`config.mk`:
```
export PLATFORM = sky130hd
export DESIGN_NAME = pattern_seq_ctrl
export DESIGN_NICKNAME = d
export VERILOG_FILES = /design/src/rtl/pattern_seq_ctrl.sv
export SDC_FILE = /design/constraint.sdc
export NUM_CORES = 1
export LEC_CHECK = 0
export CORE_MARGIN = 1
export CORE_UTILIZATION = 35
export CTS_BUF_LIST = sky130_fd_sc_hd__clkbuf_4 sky130_fd_sc_hd__clkbuf_8
export DETAILED_ROUTE_END_ITERATION = 10
export PLACE_DENSITY = 0.52
export SLEW_MARGIN = 25
export SYNTH_ARGS = -nofsm -noshare
export SYNTH_HDL_FRONTEND = slang
export SYNTH_SLANG_ARGS = --single-unit
```
`constraint.sdc`:
```
create_clock -name clk -period 12.64 [get_ports clk]
set_clock_uncertainty 0.05 [all_clocks]
set_input_delay 2.528 -clock clk [delete_from_list [all_inputs] [get_ports clk]]
set_output_delay 2.528 -clock clk [all_outputs]
set_load 0.01 [all_outputs]
```
`src/rtl/pattern_seq_ctrl.sv`:
```
// Frame sequencer: plays a programmable pattern table frame by frame, generating f_sync/sync timing.
// Latency: start sampled at N -> busy/f_sync/sync and entry 0 config at N+1; done one cycle after last pixel.
// No backpressure: free-running timing once started; build option PSEQ_LOOP_EN loops the table until stop.
module pattern_seq_ctrl #(
  parameter int LINES_PER_FRAME = 24,
  parameter int LINE_PERIOD     = 1350,
  parameter int NUM_ENTRIES     = 8,
  localparam int IDX_W = (NUM_ENTRIES > 1) ? $clog2(NUM_ENTRIES) : 1
) (
  input  logic             clk,
  input  logic             rst,
  input  logic             wr_en,
  input  logic [IDX_W-1:0] wr_addr,
  input  logic [2:0]       wr_mode,
  input  logic [11:0]      wr_const,
  input  logic [1:0]       wr_dx,
  input  logic [1:0]       wr_dy,
  input  logic [4:0]       seq_len,
  input  logic             start,
  input  logic             stop,
  output logic             f_sync,
  output logic             sync,
  output logic [2:0]       Mode,
  output logic [11:0]      constVal,
  output logic [1:0]       X,
  output logic [1:0]       Y,
  output logic [IDX_W-1:0] entry_idx,
  output logic             busy,
  output logic             done
);

  localparam int PIX_W = (LINE_PERIOD > 1) ? $clog2(LINE_PERIOD) : 1;
  localparam int LN_W  = (LINES_PER_FRAME > 1) ? $clog2(LINES_PER_FRAME) : 1;
  localparam logic [PIX_W-1:0] PIX_LAST = PIX_W'(LINE_PERIOD - 1);
  localparam logic [LN_W-1:0]  LN_LAST  = LN_W'(LINES_PER_FRAME - 1);
  localparam logic [IDX_W-1:0] IDX_MAX  = IDX_W'(NUM_ENTRIES - 1);

  typedef enum logic [1:0] {IDLE, RUN, DONE} state_t;

  typedef struct packed {
    logic [2:0]  mode;
    logic [11:0] cval;
    logic [1:0]  dx;
    logic [1:0]  dy;
  } entry_t;

  entry_t tbl [NUM_ENTRIES];

  state_t           state_q, state_d;
  logic [PIX_W-1:0] pix_q, pix_d;
  logic [LN_W-1:0]  line_q, line_d;
  logic [IDX_W-1:0] last_q, last_d;
  logic             stop_q, stop_d;

  logic             f_sync_d, sync_d, busy_d, done_d;
  logic [2:0]       mode_d;
  logic [11:0]      cval_d;
  logic [1:0]       x_d, y_d;
  logic [IDX_W-1:0] idx_d;

  logic             load_en;
  logic [IDX_W-1:0] load_idx;
  logic             finish;

  // Pattern table: writable only while idle so a running sequence sees a frozen table.
  always_ff @(posedge clk or posedge rst) begin
    if (rst) begin
      for (int i = 0; i < NUM_ENTRIES; i++) tbl[i] <= '0;
    end else if (wr_en && state_q == IDLE) begin
      tbl[wr_addr] <= '{mode: wr_mode, cval: wr_const, dx: wr_dx, dy: wr_dy};
    end
  end

  // Next-state, counters and next output values; every output is registered below.
  always_comb begin
    state_d  = state_q;
    pix_d    = pix_q;
    line_d   = line_q;
    last_d   = last_q;
    stop_d   = stop_q;
    f_sync_d = 1'b0;
    sync_d   = 1'b0;
    done_d   = 1'b0;
    busy_d   = busy;
    mode_d   = Mode;
    cval_d   = constVal;
    x_d      = X;
    y_d      = Y;
    idx_d    = entry_idx;
    load_en  = 1'b0;
    load_idx = '0;
    finish   = 1'b0;

    case (state_q)
      IDLE: begin
        busy_d = 1'b0;
        // A simultaneous stop cancels the start request.
        if (start && !stop && seq_len != 5'd0) begin
          state_d  = RUN;
          pix_d    = '0;
          line_d   = '0;
          stop_d   = 1'b0;
          busy_d   = 1'b1;
          sync_d   = 1'b1;
          load_en  = 1'b1;
          load_idx = '0;
          if (seq_len > 5'(NUM_ENTRIES)) last_d = IDX_MAX;
          else                           last_d = IDX_W'(seq_len - 5'd1);
        end
      end

      RUN: begin
        if (stop) stop_d = 1'b1;
        if (pix_q == PIX_LAST) begin
          pix_d  = '0;
          sync_d = 1'b1;
          if (line_q == LN_LAST) begin
            line_d = '0;
            // Frame boundary: end on request, otherwise advance (or wrap) the entry.
            if (stop_q || stop) begin
              finish = 1'b1;
            end else if (entry_idx == last_q) begin
`ifdef PSEQ_LOOP_EN
              load_en  = 1'b1;
              load_idx = '0;
`else
              finish   = 1'b1;
`endif
            end else begin
              load_en  = 1'b1;
              load_idx = entry_idx + 1'b1;
            end
          end else begin
            line_d = line_q + 1'b1;
          end
        end else begin
          pix_d = pix_q + 1'b1;
        end
      end

      DONE: begin
        state_d = IDLE;
        stop_d  = 1'b0;
      end

      default: state_d = IDLE;
    endcase

    if (finish) begin
      state_d = DONE;
      done_d  = 1'b1;
      busy_d  = 1'b0;
      mode_d  = 3'd0;
      sync_d  = 1'b0;
      stop_d  = 1'b0;
      pix_d   = '0;
      line_d  = '0;
    end

    // Configuration only changes together with the f_sync that opens a frame.
    if (load_en) begin
      f_sync_d = 1'b1;
      idx_d    = load_idx;
      mode_d   = tbl[load_idx].mode;
      cval_d   = tbl[load_idx].cval;
      x_d      = tbl[load_idx].dx;
      y_d      = tbl[load_idx].dy;
    end
  end

  // State, counters and registered outputs.
  always_ff @(posedge clk or posedge rst) begin
    if (rst) begin
      state_q   <= IDLE;
      pix_q     <= '0;
      line_q    <= '0;
      last_q    <= '0;
      stop_q    <= 1'b0;
      f_sync    <= 1'b0;
      sync      <= 1'b0;
      Mode      <= '0;
      constVal  <= '0;
      X         <= '0;
      Y         <= '0;
      entry_idx <= '0;
      busy      <= 1'b0;
      done      <= 1'b0;
    end else begin
      state_q   <= state_d;
      pix_q     <= pix_d;
      line_q    <= line_d;
      last_q    <= last_d;
      stop_q    <= stop_d;
      f_sync    <= f_sync_d;
      sync      <= sync_d;
      Mode      <= mode_d;
      constVal  <= cval_d;
      X         <= x_d;
      Y         <= y_d;
      entry_idx <= idx_d;
      busy      <= busy_d;
      done      <= done_d;
    end
  end

endmodule

```
==> results of run 1 <==
[metal layers]
metal | global-route usage | part of all wire | vias up | wire [µm]
li1 | - | - | 2711 | -
met1 | 0.238 | 0.45 | 3129 | 10200
met2 | 0.301 | 0.50 | 157 | 11400
met3 | 0.0328 | 0.040 | 20 | 923
met4 | 0.0530 | 0.014 | 0 | 327
met5 | 0 | 0 | - | 0
[area by class of cell]
class	instances	area [µm²]	share of cell area
clock inverters	13	144	0.0137
repair buffers	72	687	0.0652
inverters	7	33.8	0.00321
flip-flops and latches	200	5010	0.475
well taps	335	419	0.0398
clock buffers	18	248	0.0235
multi-input cells	460	4000	0.379
[worst register-to-register path: cells and delay by family, from the launching register on]
family	cells	cell delay, ps
AOI/OAI and AO/OA	3	650
adders and majority gates	1	630
buffers and inverters	2	1160
DFF	1	370
and+or+nand+nor	2	490
[state kept, by name, summed over array words and instances (netlist names)]
| register | cells |
|---|---|
| tbl | 152 |
| Y | 2 |
| stop_q | 1 |
| line_q | 5 |
| sync | 1 |
| X | 2 |
| entry_idx | 3 |
| constVal | 12 |
| Mode | 3 |
| pix_q | 11 |
| state_q | 2 |
| done | 1 |
| last_q | 3 |
| busy | 1 |
| f_sync | 1 |
[power by group]
group          switching, µW  internal, µW
clock                    232           183
combinational            184           282
sequential               125           843
[worst paths after layout]
path / startpoint / end / slack (ps) / cells past startpoint
worst max register to register: entry_idx[0] / constVal[11] / 9160 / 8
worst max-delay path: seq_len[0] / line_q[3] / 7730 / 9
worst min-delay path: tbl[122] / tbl[122] / 460 / 1
min in group asynchronous: rst / pix_q[8] / 2530 / 2
worst min register to register: tbl[122] / tbl[122] / 460 / 1
max in group asynchronous: rst / tbl[32] / 8680 / 3
[kinds of logic (layout without fill, tap and decap cells)]
family                     Yosys count  after routing  share of synthesized area
DFF                                200            200                      0.543
muxes                              192            192                      0.256
and+or+nand+nor                    140            140                     0.0787
AOI/OAI and AO/OA                  110            110                     0.0777
buffers and inverters               51            110                     0.0242
xor gates and xnor gates            12             12                     0.0114
adders and majority gates            6              6                    0.00815
[through the flow]
stage	total power, µW	area (µm²)	utilization	std cells	hold slack (ps)
after global routing	1960	10500	0.407	1105	470
after detailed placement	1450	10100	0.391	1074	440
after global placement	1420	10100	0.391	1074	431
after CTS	1870	10500	0.406	1105	463
final	1850	10500	0.407	1105	459
after floorplan	1270	9210	-	711	417
[cells in the mapped netlist, drive strengths merged (12+ instances only)]
library cell / instances
mux2i: 12
nor3: 14
dfrtp: 200
o22ai: 20
o21ai: 20
mux4: 19
a21oi: 30
nand2: 46
clkbuf: 32
nor2: 27
mux2: 161
buf: 12
nor4: 14
==> reports/results.ini, run 1 <==
[timing]
clock.fmax_ghz = 0.204
rsz0062_at_grt = false
setup_viol = 0
slew_viol_final = 0
worstMarginPinSlew_ps = 1070
fin_tns_setup_ps = 0
hold_viol_final = 0
fin_crit_sh = 0.389
layout_min_cycle_time_ps = 4910
maxSlewHeadroom = 0.288
worst_slack_ps = 7730

[synth]
yosysWarnings = 0
yosys_most_used_dff = dfrtp_1
synth_edf_count = 0
async_reset_ff_frac = 1.00
synth_top_area_cell = dfrtp_1
synthTopCellsByArea = dfrtp_1 54%, mux2_2 20%, mux4_2 4.6%, nand2_1 1.9%, a21oi_1 1.6%
synth-seq-cells = 200
syn_avg_cell_area_um2 = 13.0
syn_nets = 749
ys_seq_area_frac = 0.543
synthesis.area_um2 = 9210
synth.distinct_cells = 52
yosys.area.top_type_share = 0.543
synth_cells = 711

[grt]
antenna_found_initial = 0
grt_pass1_wl_um = 36500
grt_pass1_vias = 6473
grt_use_total = 0.180
grt_max_degree = 116
grt_overflow = 0

[power]
power_leakage_uw = 0.00445
p_per_area_nw_per_um2 = 176
vdd_drop_max_mv = 0.0965

[placed_design]
pre_cts_slack_ps = 7290
dp.final_hpwl_um = 14100
portBuffers = 57
gp_congestion = 0.770

[floorplanning]
die_h_um = 164
dieArea_um2 = 27000
io_pins = 58
initial_core_util = 0.355
dieWidth_um = 164
fp-row-count = 59
coreArea_um2 = 25900

[clock_network]
path_clk_slew_ps = 100
cts_tree = done
postCtsSetupRepairBufs = 0
cts_hold_buf = 0
cts.htree.levels = 4
clkLatencyLatePin_ps = 470
clock-sinks = 200
cts_buffer_depth = 2
root_buffer = clkbuf_8
numCtsBuffers = 17
cts_resized = 0

[detailed_routing]
via_per_inst = 5.45
wl_per_cell_um = 20.7
route.detailed.drc = 0
drt_iter0_drc = 430
firstDrtPassIters = 4
wirelength_um = 22900
vias = 6017
ant_nets = 0

[worst_setup_path]
critPathTopFamily = compound AO/OA/AOI/OAI gates
cp_num_buf_inv = 3
worstPathRequired_ps = 12950
max_stage_delay_ps = 640
end_kind = flop
critical_path_class = in2reg
path_cells = clkdlybuf4s50_1, inv_1, ha_1, or4b_2, and3_1, buf_4, a21oi_1, o21ai_0, a32o_1
startpoint_type = input port
worstPathMaxFanout = 25
cp.arrival_ps = 5220
critPathSlowestCell = or4b_2

[status]
status = finished, final reports clean

[layout]
diodes = 0
syn2layout_area_growth_pct = 14.4
final_common_cell = dfrtp_1
n_fill_cell = 2416
drive_gt1_frac = 0.319
fin_nets = 796
most-common-layout-cells = 199 x dfrtp_1, 160 x mux2_2, 57 x clkdlybuf4s50_1

[hold_path]
hold_class = reg2reg

[job]
maxCapViolations = 0

Note: power is estimated with default switching activity, not from simulation.
==> run 2, diff against run 1 <==
--- a/config.mk
+++ b/config.mk
@@ -9,7 +9,7 @@
 export CORE_UTILIZATION = 35
 export CTS_BUF_LIST = sky130_fd_sc_hd__clkbuf_4 sky130_fd_sc_hd__clkbuf_8
 export DETAILED_ROUTE_END_ITERATION = 10
-export PLACE_DENSITY = 0.52
+export PLACE_DENSITY = 0.54
 export SLEW_MARGIN = 25
 export SYNTH_ARGS = -nofsm -noshare
 export SYNTH_HDL_FRONTEND = slang
==> constraint.sdc (replaced) <==
create_clock -name clk -period 4.3 [get_ports clk]
set_clock_uncertainty 0.05 [all_clocks]
set_input_delay 0.86 -clock clk [delete_from_list [all_inputs] [get_ports clk]]
set_output_delay 0.86 -clock clk [all_outputs]
set_load 0.01 [all_outputs]
==> reports/results.ini, run 2 (synthesis gave the netlist of run 1 again) <==
[status]
status = finished, final reports clean

[worst_setup_path]
worstPathMaxFanout = 12  ; -52%
worstPathRequired_ps = 4610  ; -8340 ps
path_cells = clkdlybuf4s50_1, inv_1, ha_1, or4b_2, and3_1, a21oi_1, o21ai_0, a32o_1
critPathSlowestCell = or4b_2
end_kind = flop
critical_path_class = in2reg
max_stage_delay_ps = 650  ; about the same
cp.arrival_ps = 3570  ; -1650 ps
startpoint_type = input port

[layout]
n_fill_cell = 2437  ; +0.87%
fin_nets = 801  ; +0.63%
largest-register = tbl
diodes = 0  ; unchanged
largest_register_ffs = 152  ; unchanged
top_regs = tbl: 152 flops, constVal: 12 flops, pix_q: 11 flops
syn2layout_area_growth_pct = 14.8
most-common-layout-cells = 199 x dfrtp_1, 160 x mux2_2, 57 x clkdlybuf4s50_1
drive_gt1_frac = 0.322  ; +0.00268
stdcell_count = 1111  ; +0.54%
final_common_cell = dfrtp_1

[timing]
fin_crit_sh = 0.758
rsz0062_at_grt = false
setup_viol = 0  ; unchanged
hold_viol_final = 0  ; unchanged
slew_viol_final = 0  ; unchanged
timing.hold.ws_ps = 463  ; +4.72 ps
fin_tns_setup_ps = 0  ; unchanged
worstMarginPinSlew_ps = 1030  ; -33.8 ps
maxSlewHeadroom = 0.311  ; +0.0226
clock.fmax_ghz = 0.307
layout_min_cycle_time_ps = 3260

[hold_path]
hold_class = reg2reg

[detailed_routing]
wirelength_um = 23100  ; +0.73%
via_per_inst = 5.50  ; +1.0%
vias = 6112  ; +1.6%
firstDrtPassIters = 5  ; +1
drt_iter0_drc = 374  ; -13%
ant_nets = 0  ; unchanged
wl_per_cell_um = 20.8  ; +0.19%
route.detailed.drc = 0  ; unchanged

[clock_network]
cts_buffer_depth = 2  ; unchanged
clkLatencyLatePin_ps = 470  ; about the same
cts_resized = 0  ; unchanged
cts_hold_buf = 0  ; unchanged
clock-sinks = 200  ; unchanged
postCtsSetupRepairBufs = 0  ; unchanged
cts.htree.levels = 4  ; unchanged
path_clk_slew_ps = 100  ; about the same
numCtsBuffers = 17  ; unchanged
cts_tree = done
root_buffer = clkbuf_8

[floorplanning]
dieWidth_um = 164  ; unchanged
die_h_um = 164  ; unchanged
dieArea_um2 = 27000  ; unchanged
initial_core_util = 0.355  ; unchanged
coreArea_um2 = 25900  ; unchanged
io_pins = 58  ; unchanged
fp-row-count = 59  ; unchanged

[placed_design]
place_inst = 1079  ; +0.47%
portBuffers = 57  ; unchanged
gp_congestion = 0.759  ; -1.4%
dp.final_hpwl_um = 14200  ; +0.45%

[grt]
grt_overflow = 0  ; unchanged
grt_pass1_vias = 6713  ; +3.7%
grt_use_total = 0.182  ; +0.00133
antenna_found_initial = 0  ; unchanged
grt_pass1_wl_um = 36900  ; +1.3%
grt_max_degree = 96  ; -17%

[power]
power.internal_uw = 3790  ; +190%
vdd_drop_max_mv = 0.253  ; +160%
clkPwrFrac = 0.217  ; -0.008
p_seq_frac = 0.528  ; +0.005
swShare = 0.299  ; +0.00594
power_switching_uw = 1620  ; +200%
p_per_area_nw_per_um2 = 511  ; +190%
power_leakage_uw = 0.00447  ; +0.46%
comb_power_share = 0.255  ; +0.003

[job]
maxCapViolations = 0  ; unchanged

==> run 2: path summary, 6_finish.rpt <==
kind	to	cells past startpoint	slack [ps]	startpoint
max in group asynchronous	tbl[144]	3	2570	rst
worst max register to register	entry_idx[2]	5	1140	pix_q[3]
worst min register to register	tbl[40]	1	460	tbl[40]
worst max-delay path	line_q[3]	8	1040	seq_len[0]
min in group asynchronous	f_sync	2	750	rst
worst min-delay path	tbl[40]	1	460	tbl[40]
==> run 2: area by class of cell <==
class / instances / area [µm²] / share of cell area
flip-flops and latches: 200 / 5010 / 0.473
inverters: 7 / 30.0 / 0.00284
clock buffers: 18 / 241 / 0.0228
well taps: 335 / 419 / 0.0396
multi-input cells: 460 / 3990 / 0.378
clock inverters: 14 / 139 / 0.0131
repair buffers: 77 / 746 / 0.0705
==> run 2: power groups by stage <==
stage          Combinational (µW)  Clock [µW]  Sequential (µW)
4_1_cts                      1400        1220             2850
5_1_grt                      1520        1300             2930
3_3_place_gp                 1340           0             2840
2_1_floorplan                 946           0             2790
3_5_place_dp                 1400           0             2890
6_report                     1380        1170             2860
==> run 2: critical path, delay by kind of cell <==
family	cells	cell delay, ps
AO/OA/AOI/OAI	3	930
buffers and inverters	2	520
AND/OR/NAND/NOR	2	1110
adder cells (fa/ha/maj)	1	160
==> run 2: metrics by stage <==
stage | setup WS (ps) | util | area [µm²] | power (µW)
after floorplan | 802 | - | 9210 | 3740
after global placement | 698 | 0.393 | 10200 | 4180
after detailed placement | 608 | 0.393 | 10200 | 4280
after CTS | 1110 | 0.408 | 10600 | 5470
after global routing | 945 | 0.408 | 10600 | 5740
final | 1040 | 0.408 | 10600 | 5410
==> run 2: routing by layer <==
metal,track usage,part of all wire
met1,0.233,0.45
met2,0.310,0.50
met3,0.0326,0.035
met4,0.0560,0.014
met5,0,0
